**src/rtl/fetch_queue_if.sv**
```systemverilog
`default_nettype none
// ============================================================================
// Module      : fetch_queue_if
// Description : Bundle of the fetch-queue enqueue, dequeue and status
//               signals. The master modport is the fetch/pre-decode side;
//               the slave modport is the queue itself.
// Revision    : 1.0 - initial release
// ============================================================================

`ifndef IF_BATCH_SIZE
`define IF_BATCH_SIZE 2
`endif
`ifndef INST_WIDTH
`define INST_WIDTH 32
`endif
`ifndef INST_ADDR_WIDTH
`define INST_ADDR_WIDTH 32
`endif
`ifndef BP_GHR_BITS
`define BP_GHR_BITS 8
`endif

interface fetch_queue_if #(
  parameter int DEPTH = 8
);
  logic                         flush;
  logic                         stall;
  logic [`IF_BATCH_SIZE-1:0]    in_inst_valid;
  logic [`INST_WIDTH-1:0]       in_inst_0;
  logic [`INST_WIDTH-1:0]       in_inst_1;
  logic [`INST_ADDR_WIDTH-1:0]  in_pc_0;
  logic [`INST_ADDR_WIDTH-1:0]  in_pc_1;
  logic                         in_pred_taken_0;
  logic                         in_pred_taken_1;
  logic [`INST_ADDR_WIDTH-1:0]  in_pred_target_0;
  logic [`INST_ADDR_WIDTH-1:0]  in_pred_target_1;
  logic [`BP_GHR_BITS-1:0]      in_pred_hist_0;
  logic [`BP_GHR_BITS-1:0]      in_pred_hist_1;
  logic                         in_ready;
  logic [`IF_BATCH_SIZE-1:0]    out_inst_valid;
  logic [`INST_WIDTH-1:0]       out_inst_0;
  logic [`INST_WIDTH-1:0]       out_inst_1;
  logic [`INST_ADDR_WIDTH-1:0]  out_pc_0;
  logic [`INST_ADDR_WIDTH-1:0]  out_pc_1;
  logic                         out_pred_taken_0;
  logic                         out_pred_taken_1;
  logic [`INST_ADDR_WIDTH-1:0]  out_pred_target_0;
  logic [`INST_ADDR_WIDTH-1:0]  out_pred_target_1;
  logic [`BP_GHR_BITS-1:0]      out_pred_hist_0;
  logic [`BP_GHR_BITS-1:0]      out_pred_hist_1;
  logic [$clog2(DEPTH):0]       count;

  modport master (
    output flush, stall, in_inst_valid, in_inst_0, in_inst_1, in_pc_0, in_pc_1,
           in_pred_taken_0, in_pred_taken_1, in_pred_target_0, in_pred_target_1,
           in_pred_hist_0, in_pred_hist_1,
    input  in_ready, out_inst_valid, out_inst_0, out_inst_1, out_pc_0, out_pc_1,
           out_pred_taken_0, out_pred_taken_1, out_pred_target_0,
           out_pred_target_1, out_pred_hist_0, out_pred_hist_1, count
  );

  modport slave (
    input  flush, stall, in_inst_valid, in_inst_0, in_inst_1, in_pc_0, in_pc_1,
           in_pred_taken_0, in_pred_taken_1, in_pred_target_0, in_pred_target_1,
           in_pred_hist_0, in_pred_hist_1,
    output in_ready, out_inst_valid, out_inst_0, out_inst_1, out_pc_0, out_pc_1,
           out_pred_taken_0, out_pred_taken_1, out_pred_target_0,
           out_pred_target_1, out_pred_hist_0, out_pred_hist_1, count
  );
endinterface

`default_nettype wire

```
**src/rtl/fetch_queue.sv**
```systemverilog
`default_nettype none
// ============================================================================
// Module      : fetch_queue
// Description : Two-wide instruction fetch queue between fetch and
//               pre-decode. Circular buffer of DEPTH entries holding the
//               instruction, its PC and branch-prediction fields. Input
//               slots are compacted (a lone slot-1 instruction becomes one
//               entry), output is the oldest one or two entries.
//               Optional build macro FETCH_QUEUE_BYPASS_EN: when the queue
//               is empty, incoming instructions appear on the outputs in the
//               same cycle and are only stored if downstream stalls.
// Revision    : 1.0 - initial release
// ============================================================================

`ifndef IF_BATCH_SIZE
`define IF_BATCH_SIZE 2
`endif
`ifndef INST_WIDTH
`define INST_WIDTH 32
`endif
`ifndef INST_ADDR_WIDTH
`define INST_ADDR_WIDTH 32
`endif
`ifndef BP_GHR_BITS
`define BP_GHR_BITS 8
`endif

module fetch_queue #(
  parameter int DEPTH = 8
) (
  input  wire logic    clk,
  input  wire logic    rst_n,
  fetch_queue_if.slave fq
);

  localparam int              c_PW    = $clog2(DEPTH);
  localparam int              c_CW    = c_PW + 1;
  localparam logic [c_CW-1:0] c_DEPTH = c_CW'(DEPTH);

  // Entry storage; validity is defined purely by head/tail/count.
  logic [`INST_WIDTH-1:0]      r_inst   [DEPTH];
  logic [`INST_ADDR_WIDTH-1:0] r_pc     [DEPTH];
  logic                        r_taken  [DEPTH];
  logic [`INST_ADDR_WIDTH-1:0] r_target [DEPTH];
  logic [`BP_GHR_BITS-1:0]     r_hist   [DEPTH];

  logic [c_PW-1:0] r_head;
  logic [c_PW-1:0] r_tail;
  logic [c_CW-1:0] r_count;

  logic [c_PW-1:0] w_head_p1;
  logic [c_PW-1:0] w_tail_p1;
  logic            w_ready;
  logic [1:0]      w_in_n;
  logic [1:0]      w_q_n;
  logic [1:0]      w_push_n;
  logic [1:0]      w_pop_n;
  logic            w_byp;
  logic            w_wr;

  // Compacted input: slot A is the oldest valid input, slot B the second.
  logic [`INST_WIDTH-1:0]      w_a_inst;
  logic [`INST_ADDR_WIDTH-1:0] w_a_pc;
  logic                        w_a_taken;
  logic [`INST_ADDR_WIDTH-1:0] w_a_target;
  logic [`BP_GHR_BITS-1:0]     w_a_hist;

  assign w_head_p1 = r_head + c_PW'(1);
  assign w_tail_p1 = r_tail + c_PW'(1);

  // Ready depends only on registered occupancy so it never loops back
  // through the producer's valid logic.
  assign w_ready     = (c_DEPTH - r_count) >= c_CW'(2);
  assign fq.in_ready = w_ready;
  assign fq.count    = r_count;

  assign w_in_n = {1'b0, fq.in_inst_valid[0]} + {1'b0, fq.in_inst_valid[1]};
  assign w_q_n  = (r_count >= c_CW'(2)) ? 2'd2 : r_count[1:0];

  // Select slot 0 when valid, otherwise slot 1 shifts down into slot A.
  always_comb begin
    w_a_inst   = fq.in_inst_0;
    w_a_pc     = fq.in_pc_0;
    w_a_taken  = fq.in_pred_taken_0;
    w_a_target = fq.in_pred_target_0;
    w_a_hist   = fq.in_pred_hist_0;
    if (!fq.in_inst_valid[0]) begin
      w_a_inst   = fq.in_inst_1;
      w_a_pc     = fq.in_pc_1;
      w_a_taken  = fq.in_pred_taken_1;
      w_a_target = fq.in_pred_target_1;
      w_a_hist   = fq.in_pred_hist_1;
    end
  end

`ifdef FETCH_QUEUE_BYPASS_EN
  assign w_byp = rst_n && (r_count == '0) && !fq.flush && (w_in_n != 2'd0);
`else
  assign w_byp = 1'b0;
`endif

  // Bypassed instructions that downstream takes this cycle are not stored.
  assign w_wr     = w_ready && !fq.flush && !(w_byp && !fq.stall);
  assign w_push_n = w_wr ? w_in_n : 2'd0;
  assign w_pop_n  = (!fq.stall && !fq.flush) ? w_q_n : 2'd0;

  // Data storage write at the tail; no reset needed as pointers gate use.
  always_ff @(posedge clk) begin
    if (w_push_n != 2'd0) begin
      r_inst[r_tail]   <= w_a_inst;
      r_pc[r_tail]     <= w_a_pc;
      r_taken[r_tail]  <= w_a_taken;
      r_target[r_tail] <= w_a_target;
      r_hist[r_tail]   <= w_a_hist;
    end
    if (w_push_n == 2'd2) begin
      r_inst[w_tail_p1]   <= fq.in_inst_1;
      r_pc[w_tail_p1]     <= fq.in_pc_1;
      r_taken[w_tail_p1]  <= fq.in_pred_taken_1;
      r_target[w_tail_p1] <= fq.in_pred_target_1;
      r_hist[w_tail_p1]   <= fq.in_pred_hist_1;
    end
  end

  // Pointer and occupancy update; flush wins over push and pop.
  always_ff @(posedge clk or negedge rst_n) begin
    if (!rst_n) begin
      r_head  <= '0;
      r_tail  <= '0;
      r_count <= '0;
    end else if (fq.flush) begin
      r_head  <= '0;
      r_tail  <= '0;
      r_count <= '0;
    end else begin
      r_head  <= r_head + c_PW'(w_pop_n);
      r_tail  <= r_tail + c_PW'(w_push_n);
      r_count <= r_count + c_CW'(w_push_n) - c_CW'(w_pop_n);
    end
  end

  // Head presentation; unused slots are forced to zero.
  always_comb begin
    fq.out_inst_valid    = '0;
    fq.out_inst_0        = '0;
    fq.out_inst_1        = '0;
    fq.out_pc_0          = '0;
    fq.out_pc_1          = '0;
    fq.out_pred_taken_0  = 1'b0;
    fq.out_pred_taken_1  = 1'b0;
    fq.out_pred_target_0 = '0;
    fq.out_pred_target_1 = '0;
    fq.out_pred_hist_0   = '0;
    fq.out_pred_hist_1   = '0;
    if (w_byp) begin
      fq.out_inst_valid[0] = 1'b1;
      fq.out_inst_0        = w_a_inst;
      fq.out_pc_0          = w_a_pc;
      fq.out_pred_taken_0  = w_a_taken;
      fq.out_pred_target_0 = w_a_target;
      fq.out_pred_hist_0   = w_a_hist;
      if (w_in_n == 2'd2) begin
        fq.out_inst_valid[1] = 1'b1;
        fq.out_inst_1        = fq.in_inst_1;
        fq.out_pc_1          = fq.in_pc_1;
        fq.out_pred_taken_1  = fq.in_pred_taken_1;
        fq.out_pred_target_1 = fq.in_pred_target_1;
        fq.out_pred_hist_1   = fq.in_pred_hist_1;
      end
    end else begin
      if (r_count != '0) begin
        fq.out_inst_valid[0] = 1'b1;
        fq.out_inst_0        = r_inst[r_head];
        fq.out_pc_0          = r_pc[r_head];
        fq.out_pred_taken_0  = r_taken[r_head];
        fq.out_pred_target_0 = r_target[r_head];
        fq.out_pred_hist_0   = r_hist[r_head];
      end
      if (r_count >= c_CW'(2)) begin
        fq.out_inst_valid[1] = 1'b1;
        fq.out_inst_1        = r_inst[w_head_p1];
        fq.out_pc_1          = r_pc[w_head_p1];
        fq.out_pred_taken_1  = r_taken[w_head_p1];
        fq.out_pred_target_1 = r_target[w_head_p1];
        fq.out_pred_hist_1   = r_hist[w_head_p1];
      end
    end
  end

endmodule

`default_nettype wire

```
**src/flat_wrapper.sv**
```systemverilog
// flat-port wrapper written by rule: the top's interface ports become plain ports
module fetch_queue_flat 
#(
  parameter int DEPTH = 8
)
  (clk, rst_n, fq_flush, fq_stall, fq_in_inst_valid, fq_in_inst_0, fq_in_inst_1, fq_in_pc_0, fq_in_pc_1, fq_in_pred_taken_0, fq_in_pred_taken_1, fq_in_pred_target_0, fq_in_pred_target_1, fq_in_pred_hist_0, fq_in_pred_hist_1, fq_in_ready, fq_out_inst_valid, fq_out_inst_0, fq_out_inst_1, fq_out_pc_0, fq_out_pc_1, fq_out_pred_taken_0, fq_out_pred_taken_1, fq_out_pred_target_0, fq_out_pred_target_1, fq_out_pred_hist_0, fq_out_pred_hist_1, fq_count);
  fetch_queue_if #(.DEPTH(DEPTH)) fq_i ();
  input  wire logic clk;
  input  wire logic rst_n;
  input wire logic [$bits(fq_i.flush)-1:0] fq_flush;
  input wire logic [$bits(fq_i.stall)-1:0] fq_stall;
  input wire logic [$bits(fq_i.in_inst_valid)-1:0] fq_in_inst_valid;
  input wire logic [$bits(fq_i.in_inst_0)-1:0] fq_in_inst_0;
  input wire logic [$bits(fq_i.in_inst_1)-1:0] fq_in_inst_1;
  input wire logic [$bits(fq_i.in_pc_0)-1:0] fq_in_pc_0;
  input wire logic [$bits(fq_i.in_pc_1)-1:0] fq_in_pc_1;
  input wire logic [$bits(fq_i.in_pred_taken_0)-1:0] fq_in_pred_taken_0;
  input wire logic [$bits(fq_i.in_pred_taken_1)-1:0] fq_in_pred_taken_1;
  input wire logic [$bits(fq_i.in_pred_target_0)-1:0] fq_in_pred_target_0;
  input wire logic [$bits(fq_i.in_pred_target_1)-1:0] fq_in_pred_target_1;
  input wire logic [$bits(fq_i.in_pred_hist_0)-1:0] fq_in_pred_hist_0;
  input wire logic [$bits(fq_i.in_pred_hist_1)-1:0] fq_in_pred_hist_1;
  output wire logic [$bits(fq_i.in_ready)-1:0] fq_in_ready;
  output wire logic [$bits(fq_i.out_inst_valid)-1:0] fq_out_inst_valid;
  output wire logic [$bits(fq_i.out_inst_0)-1:0] fq_out_inst_0;
  output wire logic [$bits(fq_i.out_inst_1)-1:0] fq_out_inst_1;
  output wire logic [$bits(fq_i.out_pc_0)-1:0] fq_out_pc_0;
  output wire logic [$bits(fq_i.out_pc_1)-1:0] fq_out_pc_1;
  output wire logic [$bits(fq_i.out_pred_taken_0)-1:0] fq_out_pred_taken_0;
  output wire logic [$bits(fq_i.out_pred_taken_1)-1:0] fq_out_pred_taken_1;
  output wire logic [$bits(fq_i.out_pred_target_0)-1:0] fq_out_pred_target_0;
  output wire logic [$bits(fq_i.out_pred_target_1)-1:0] fq_out_pred_target_1;
  output wire logic [$bits(fq_i.out_pred_hist_0)-1:0] fq_out_pred_hist_0;
  output wire logic [$bits(fq_i.out_pred_hist_1)-1:0] fq_out_pred_hist_1;
  output wire logic [$bits(fq_i.count)-1:0] fq_count;
  assign fq_i.flush = fq_flush;
  assign fq_i.stall = fq_stall;
  assign fq_i.in_inst_valid = fq_in_inst_valid;
  assign fq_i.in_inst_0 = fq_in_inst_0;
  assign fq_i.in_inst_1 = fq_in_inst_1;
  assign fq_i.in_pc_0 = fq_in_pc_0;
  assign fq_i.in_pc_1 = fq_in_pc_1;
  assign fq_i.in_pred_taken_0 = fq_in_pred_taken_0;
  assign fq_i.in_pred_taken_1 = fq_in_pred_taken_1;
  assign fq_i.in_pred_target_0 = fq_in_pred_target_0;
  assign fq_i.in_pred_target_1 = fq_in_pred_target_1;
  assign fq_i.in_pred_hist_0 = fq_in_pred_hist_0;
  assign fq_i.in_pred_hist_1 = fq_in_pred_hist_1;
  assign fq_in_ready = fq_i.in_ready;
  assign fq_out_inst_valid = fq_i.out_inst_valid;
  assign fq_out_inst_0 = fq_i.out_inst_0;
  assign fq_out_inst_1 = fq_i.out_inst_1;
  assign fq_out_pc_0 = fq_i.out_pc_0;
  assign fq_out_pc_1 = fq_i.out_pc_1;
  assign fq_out_pred_taken_0 = fq_i.out_pred_taken_0;
  assign fq_out_pred_taken_1 = fq_i.out_pred_taken_1;
  assign fq_out_pred_target_0 = fq_i.out_pred_target_0;
  assign fq_out_pred_target_1 = fq_i.out_pred_target_1;
  assign fq_out_pred_hist_0 = fq_i.out_pred_hist_0;
  assign fq_out_pred_hist_1 = fq_i.out_pred_hist_1;
  assign fq_count = fq_i.count;
  fetch_queue #(.DEPTH(DEPTH)) u_core (.clk(clk), .rst_n(rst_n), .fq(fq_i));
endmodule
```
**config.mk**
```make
export PLATFORM = sky130hd
export DESIGN_NAME = fetch_queue_flat
export DESIGN_NICKNAME = d
export VERILOG_FILES = /design/src/rtl/fetch_queue_if.sv /design/src/rtl/fetch_queue.sv /design/src/flat_wrapper.sv
export SDC_FILE = /design/constraint.sdc
export NUM_CORES = 2
export LEC_CHECK = 0
export CORE_MARGIN = 2
export CORE_UTILIZATION = 50
export DETAILED_ROUTE_END_ITERATION = 8
export MAX_ROUTING_LAYER = met4
export PLACE_DENSITY_LB_ADDON = 0.3
export SYNTH_ARGS = -nofsm -noshare
export SYNTH_HDL_FRONTEND = slang
export SYNTH_SLANG_ARGS = --single-unit
export TNS_END_PERCENT = 5
```
**constraint.sdc**
```tcl
create_clock -name clk -period 13.4 [get_ports clk]
set_input_delay 3.35 -clock clk [delete_from_list [all_inputs] [get_ports clk]]
set_output_delay 3.35 -clock clk [all_outputs]
set_load 0.01 [all_outputs]
```
==> results_dict.tcl <==
set metrics [dict create \
    outcome "finished, final reports clean" \
    worst_path_largest_cell_delay_ns 1.05 \
    slew_headroom_pct 18.6 \
    cts_setup_buffers 0 \
    tightest_slew_ns 1.22 \
    gp_congestion 0.833 \
    required_ns 10.05 \
    endpoint_kind "output pin" \
    timing.hold.ws_ns 0.726 \
    path_cells "buf_4 > buf_4 > buf_4 > mux4_2 > mux2i_1 > nor2_1 > clkdlybuf4s50_1" \
    met1_usage_pct 40.3 \
    wl_per_cell_um 32.2 \
    finalCriticalPeriod_ns 9.09 \
    finalCritPeriodShare_pct 67.8 \
    cts_hold_buf 0 \
    die_area_um2 104000 \
    ys_seq_area_share_pct 50.4 \
    numPortBuffers 432 \
    grt_pass1_wl_um 225000 \
    use_met3_pct 5.91 \
    die_w_um 322 \
    final.setup_skew_ns 0.0130 \
    worstSkewPairLatency_ns 0.66 \
    post_cts_resized 0 \
    avgSynthCellArea_um2 16.3 \
    coreArea_um2 100000 \
    hold_viol_final 0 \
    path_class "register to output pin" \
    cts_buffers 90 \
    fmax_ghz 0.110 \
    grt_use_met2_pct 47.8 \
    layout_common_cells "851 x mux2_2, 840 x edfxtp_1, 431 x clkdlybuf4s50_1" \
    syn_area_um2 50500 \
    cts_tree "done" \
    syn2layout_area_growth_pct 16.1 \
    drtIter0Drc 3552 \
    rows 116 \
    die_y_um 322 \
    peakVddDrop_uv 147 \
    vias 32400 \
    rsz0062_at_grt "false" \
    initial_core_util_pct 50.4 \
    finalNetCount 3651 \
    detailed_place_hpwl_um 86700 \
    grt_pass1_vias 33800 \
    ys_seq_elements 850 \
    final.setup.tns_ns 0 \
    cts_root_buf "clkbuf_16" \
    drt-total-wl_um 154000 \
    busiest_layer "met2" \
    via_per_inst 6.75 \
    pin_count 433 \
    postRouteAntennaNets 0 \
    arrival_ns 5.74 \
    crit_top_cell "buf_4" \
    final_common_cell "mux2_2" \
    crit_path_max_fanout 68 \
    grt_max_degree 149 \
    p_leak_nw 18.4 \
    antenna_found_initial 8 \
    synth_cells 3095 \
    setup_viol 0 \
    clk_pin_slew_worst_paths_ns 0.06 \
    drcViolationCount 0 \
    drive_gt1_share_pct 42.6 \
    hp-class "register to register" \
    drt_first_pass_iters 7 \
    cp-start-kind "register" \
    cts_max_level 3 \
    clock_sinks 850 \
    drv_slew 0 \
    grt_overflow_total 0 \
    globalRouteTotalUtil_pct 30.4 \
    power_density_nw_per_um2 159 \
    cap_violations 0 \
    yosys_warnings 0 \
    setup_ws_ns 4.31 \
    synth_fp_nets 3328 \
    netlist-cell-type-count 41 \
    clock_path_buffers 3 \
    place_ws_ns 4.95 \
    cp_slowest_cell "dfrtp_4" \
]
==> critical path, delay by kind of cell (launching register included) <==
| family | cells | cell delay (ns) |
|---|---|---|
| buffers and inverters | 4 | 3.07 |
| and+or+nand+nor | 1 | 0.30 |
| DFF | 1 | 1.05 |
| muxes | 2 | 0.45 |
==> cell type report <==
type                       count  area [um2]
tap                         1298        1620
multi-input combinational   1973       23700
clock inverter                58         531
sequential                   850       25500
inverter                      12        45.0
timing repair buffer         491        4810
antenna                        8        20.0
fill                        7496       41500
clock buffer                 106        2420
==> metrics by stage <==
step	cells	cell area, um2	utilization [%]	total power, W
floorplan	3095	50500	-	0.00518
global placement	4624	55700	55.6	0.00677
detailed placement	4624	55700	55.6	0.00682
CTS	4788	58600	58.5	0.00936
global route	4796	58700	58.6	0.00967
finish	4796	58700	58.6	0.00934
==> cell usage after synthesis (all sizes together) <==
cell type / number / share of area, %
o211ai: 1 / 0.015
mux2i: 105 / 2.1
or4: 1 / 0.015
a21o: 3 / 0.045
o21bai: 2 / 0.030
or3: 1 / 0.012
inv: 12 / 0.089
nor2b: 7 / 0.087
or3b: 1 / 0.017
nand4bb: 1 / 0.022
dfrtp: 10 / 0.50
clkbuf: 119 / 0.88
xnor2: 5 / 0.087
o31ai: 2 / 0.030
xor2: 3 / 0.052
nand2b: 1 / 0.012
mux4: 420 / 19
and3b: 4 / 0.069
nor4: 1 / 0.012
o21ai: 3 / 0.030
nor2: 120 / 0.89
a21oi: 106 / 1.1
nor3: 1 / 0.0099
o2111ai: 1 / 0.030
buf: 141 / 1.9
edfxtp: 840 / 50
nand3b: 1 / 0.015
fa: 4 / 0.16
nor3b: 1 / 0.015
mux2: 945 / 21
nand2: 212 / 1.6
nand3: 4 / 0.14
ha: 13 / 0.32
and2: 3 / 0.037
or4b: 1 / 0.020
==> flip-flops by register name, summed over array words and instances, names as in the netlist <==
register         flops
u_core.r_inst      256
u_core.r_target    256
u_core.r_head        3
u_core.fq.count      4
u_core.r_hist       64
u_core.r_taken       8
u_core.r_pc        256
u_core.r_tail        3
==> worst paths after layout <==
check                                                    to  depth (start not counted)                    startpoint  slack (ns)
max in group asynchronous        u_core.r_head[2]$_DFF_PN0_                          1                         rst_n       10.01
min in group asynchronous      u_core.fq.count[1]$_DFF_PN0_                          1                         rst_n        3.02
hold / removal                   u_core.r_tail[2]$_DFF_PN0_                          2    u_core.r_tail[2]$_DFF_PN0_        0.73
setup / recovery                          fq_out_inst_0[20]                          7    u_core.r_head[0]$_DFF_PN0_        4.31
setup reg to reg           u_core.r_target[7][18]$_DFFE_PP_                          8  u_core.fq.count[1]$_DFF_PN0_        8.29
hold reg to reg                  u_core.r_tail[2]$_DFF_PN0_                          2    u_core.r_tail[2]$_DFF_PN0_        0.73
==> routing by layer <==
layer,part of all wire [%],up-vias
met1,39,17000
met4,2.7,0
met2,48,1871
met3,9.7,291
li1,-,13200
met5,0,-
==> cell families after synthesis <==
kind of cell	Yosys count	share of synthesized area (%)
AOI/OAI and AO/OA	118	1.23
xor gates and xnor gates	8	0.139
adders and majority gates	17	0.481
buffers and inverters	272	2.87
DFF	850	50.4
muxes	1470	41.9
and+or+nand+nor	360	2.95
==> where the power goes <==
part           internal [W]  total (W)  switching (W)
registers           0.00318    0.00329       0.000116
logic               0.00165    0.00350        0.00185
clock network       0.00148    0.00255        0.00107
total               0.00630    0.00934        0.00304
Note: power is estimated with default switching activity, not from simulation.
==> edit, RTL diff (same flow settings) <==
The macro `IF_BATCH_SIZE` goes from 2 to 4.
--- a/src/rtl/fetch_queue_if.sv
+++ b/src/rtl/fetch_queue_if.sv
@@ -8,7 +8,7 @@
 // ============================================================================
 
 `ifndef IF_BATCH_SIZE
-`define IF_BATCH_SIZE 2
+`define IF_BATCH_SIZE 4
 `endif
 `ifndef INST_WIDTH
 `define INST_WIDTH 32
Interface: changed (resized fq_in_inst_valid and fq_out_inst_valid); port bits go from 433 to 437. No check against the original RTL was run, so the function may have changed too.
==> edit against the unedited design <==
  * Sequential share of layout area is essentially flat
  * Wire length is 0.33% higher
  * Power shrank 0.92%
  * Worst setup slack gained 0.68 ns
  * Cell area hardly changed
  * First-iteration DRC count is 11% higher
  * Sequential cell count did not move
  * Largest power group unchanged
  * Synthesized area about the same
  * Critical path type unchanged
==> edit: results (changes against the unedited design) <==
[cts]
cts_resized=0  ; unchanged
insertion_delay_ns=0.68  ; was 0.66 ns
cts_buffers=92  ; was 90
clockBufferDepth=3  ; unchanged
clkTransAtPathRegs_ns=0.06  ; about the same
cts_setup_buffers=0  ; unchanged
htree_num_levels=3  ; unchanged
cts-root-buf=clkbuf_16  ; unchanged

[min_path]
min_path_type=register to register  ; unchanged
hold_depth=2  ; unchanged

[power_and_ir_drop]
p_leak_nw=18.4  ; about the same
ir_drop_uv=203  ; was 147 uV
p_int_mw=6.23  ; was 6.30 mW

[synthesis]
ys_seq_area_share_pct=50.4  ; about the same
syn_area_per_cell_sq_um=16.3  ; about the same
yosys-top-cells-count=851 x mux2_2, 840 x edfxtp_1, 420 x mux4_2  ; unchanged
yosysWarnings=0  ; unchanged
synth.area.top_cells=edfxtp_1 50%, mux2_2 19%, mux4_2 19%  ; unchanged
synth_edf_count=840  ; unchanged
synth_ff_type=edfxtp_1  ; unchanged
synth_cell_types=42  ; was 41
async_flop_share_pct=1.18  ; unchanged

[place]
place_inst=4625  ; was 4624
pre_cts_ws_ns=4.60  ; was 4.95 ns
place.port_buffers=432  ; unchanged
place_area_sq_um=55700  ; about the same
hpwl_mm=85.2  ; was 86.7 mm
gp_congestion=0.809  ; was 0.833

[critical_path]
r2r_cells=7  ; was 8
crit_required_ns=10.05  ; about the same
slowest_stage=dfrtp_4  ; unchanged
worstPathMaxFanout=147  ; was 68
critPathMaxStageDelay_ns=0.98  ; was 1.05 ns
crit_family=buffers and inverters  ; unchanged

[cells_and_area]
fin_nets=3656  ; was 3651
nFillCells=7564  ; was 7496
largestRegisters=u_core.r_inst: 256 flops, u_core.r_pc: 256 flops, u_core.r_target: 256 flops  ; unchanged
drive_gt1_share_pct=42.5  ; was 42.6%

[grt]
grtUsageTotal_pct=30.7  ; was 30.4%
first_global_vias=33918  ; was 33769
grt_overflow=0  ; unchanged
grt_pass1_wl_mm=225  ; about the same
antenna_found_initial=21  ; was 8
grt_max_degree=148  ; was 149

[detailed_routing]
firstDrtPassIters=6  ; was 7
avgRoutedWirePerCell_um=32.2  ; about the same
drtIter0Drc=3929  ; was 3552
drt_wl_total_mm=155  ; was 154 mm
vias_per_cell=6.73  ; was 6.75

[sta]
max-slew-margin-rel_pct=20.2  ; was 18.6%
finalClockSkew_ns=0.0287  ; was 0.0130 ns

[status]
status=finished, final reports clean  ; unchanged

edit: cell types whose count changed after synthesis, sizes merged:
cell  unedited run  this run
conb             0         1
buf            141       143
edit: path summary, 6_finish.rpt:
check	from	end	slack (ns)
hold / removal	u_core.r_tail[2]	u_core.r_tail[2]	0.76
setup / recovery	u_core.r_head[0]	fq_out_pc_0[1]	5.00
hold reg to reg	u_core.r_tail[2]	u_core.r_tail[2]	0.76
setup reg to reg	u_core.r_tail[0]	u_core.r_inst[1][9]	8.06
max in group asynchronous	rst_n	u_core.r_head[1]	10.03
min in group asynchronous	rst_n	u_core.r_head[0]	3.00
edit: cell type report:
cell class                 count  area, sq um  area share (%)
sequential                   850        25500            43.5
multi-input combinational   1975        23700            40.5
timing repair buffer         490         4840            8.25
clock buffer                 112         2440            4.16
tap                         1298         1620            2.77
clock inverter                49          398           0.679
antenna                       24         60.1           0.102
inverter                      12         45.0          0.0768
edit: cells by family (layout without fill, tap and decap cells):
group / after synthesis / count (layout) / share of synthesized area, %
AOI/OAI and AO/OA: 118 / 118 / 1.23
xor gates and xnor gates: 8 / 8 / 0.139
adders and majority gates: 17 / 17 / 0.480
buffers and inverters: 274 / 663 / 2.90
DFF: 850 / 850 / 50.4
muxes: 1470 / 1470 / 41.9
other: 1 / 26 / 0.00742
and+or+nand+nor: 360 / 360 / 2.95
edit: metrics by stage:
| step | hold WS, ns | power, mW |
|---|---|---|
| after floorplan | 0.609 | 5.18 |
| after global placement | 0.682 | 6.77 |
| after detailed placement | 0.716 | 6.83 |
| after CTS | 0.740 | 9.28 |
| after global routing | 0.783 | 9.59 |
| final | 0.758 | 9.26 |
edit: metal layers:
metal / share of wire, % / track usage (%)
met3: 10 / 5.85
met5: 0 / -
met4: 2.6 / 9.64
met2: 49 / 49.5
met1: 38 / 39.5
edit: power groups by stage:
stage	clock network, mW	logic [mW]	registers, mW
after floorplan	0	1.85	3.33
after global placement	0	3.46	3.31
after CTS	2.48	3.52	3.27
final	2.46	3.52	3.28
after global routing	2.59	3.71	3.29
after detailed placement	0	3.50	3.33
edit: worst register-to-register path: cells and delay by family, from the launching register on:
kind	cells	cell delay, ns
AO/OA/AOI/OAI	1	0.61
AND/OR/NAND/NOR	3	1.64
adder cells (fa/ha/maj)	1	0.35
buffers and inverters	2	1.58
flip-flops	1	0.73
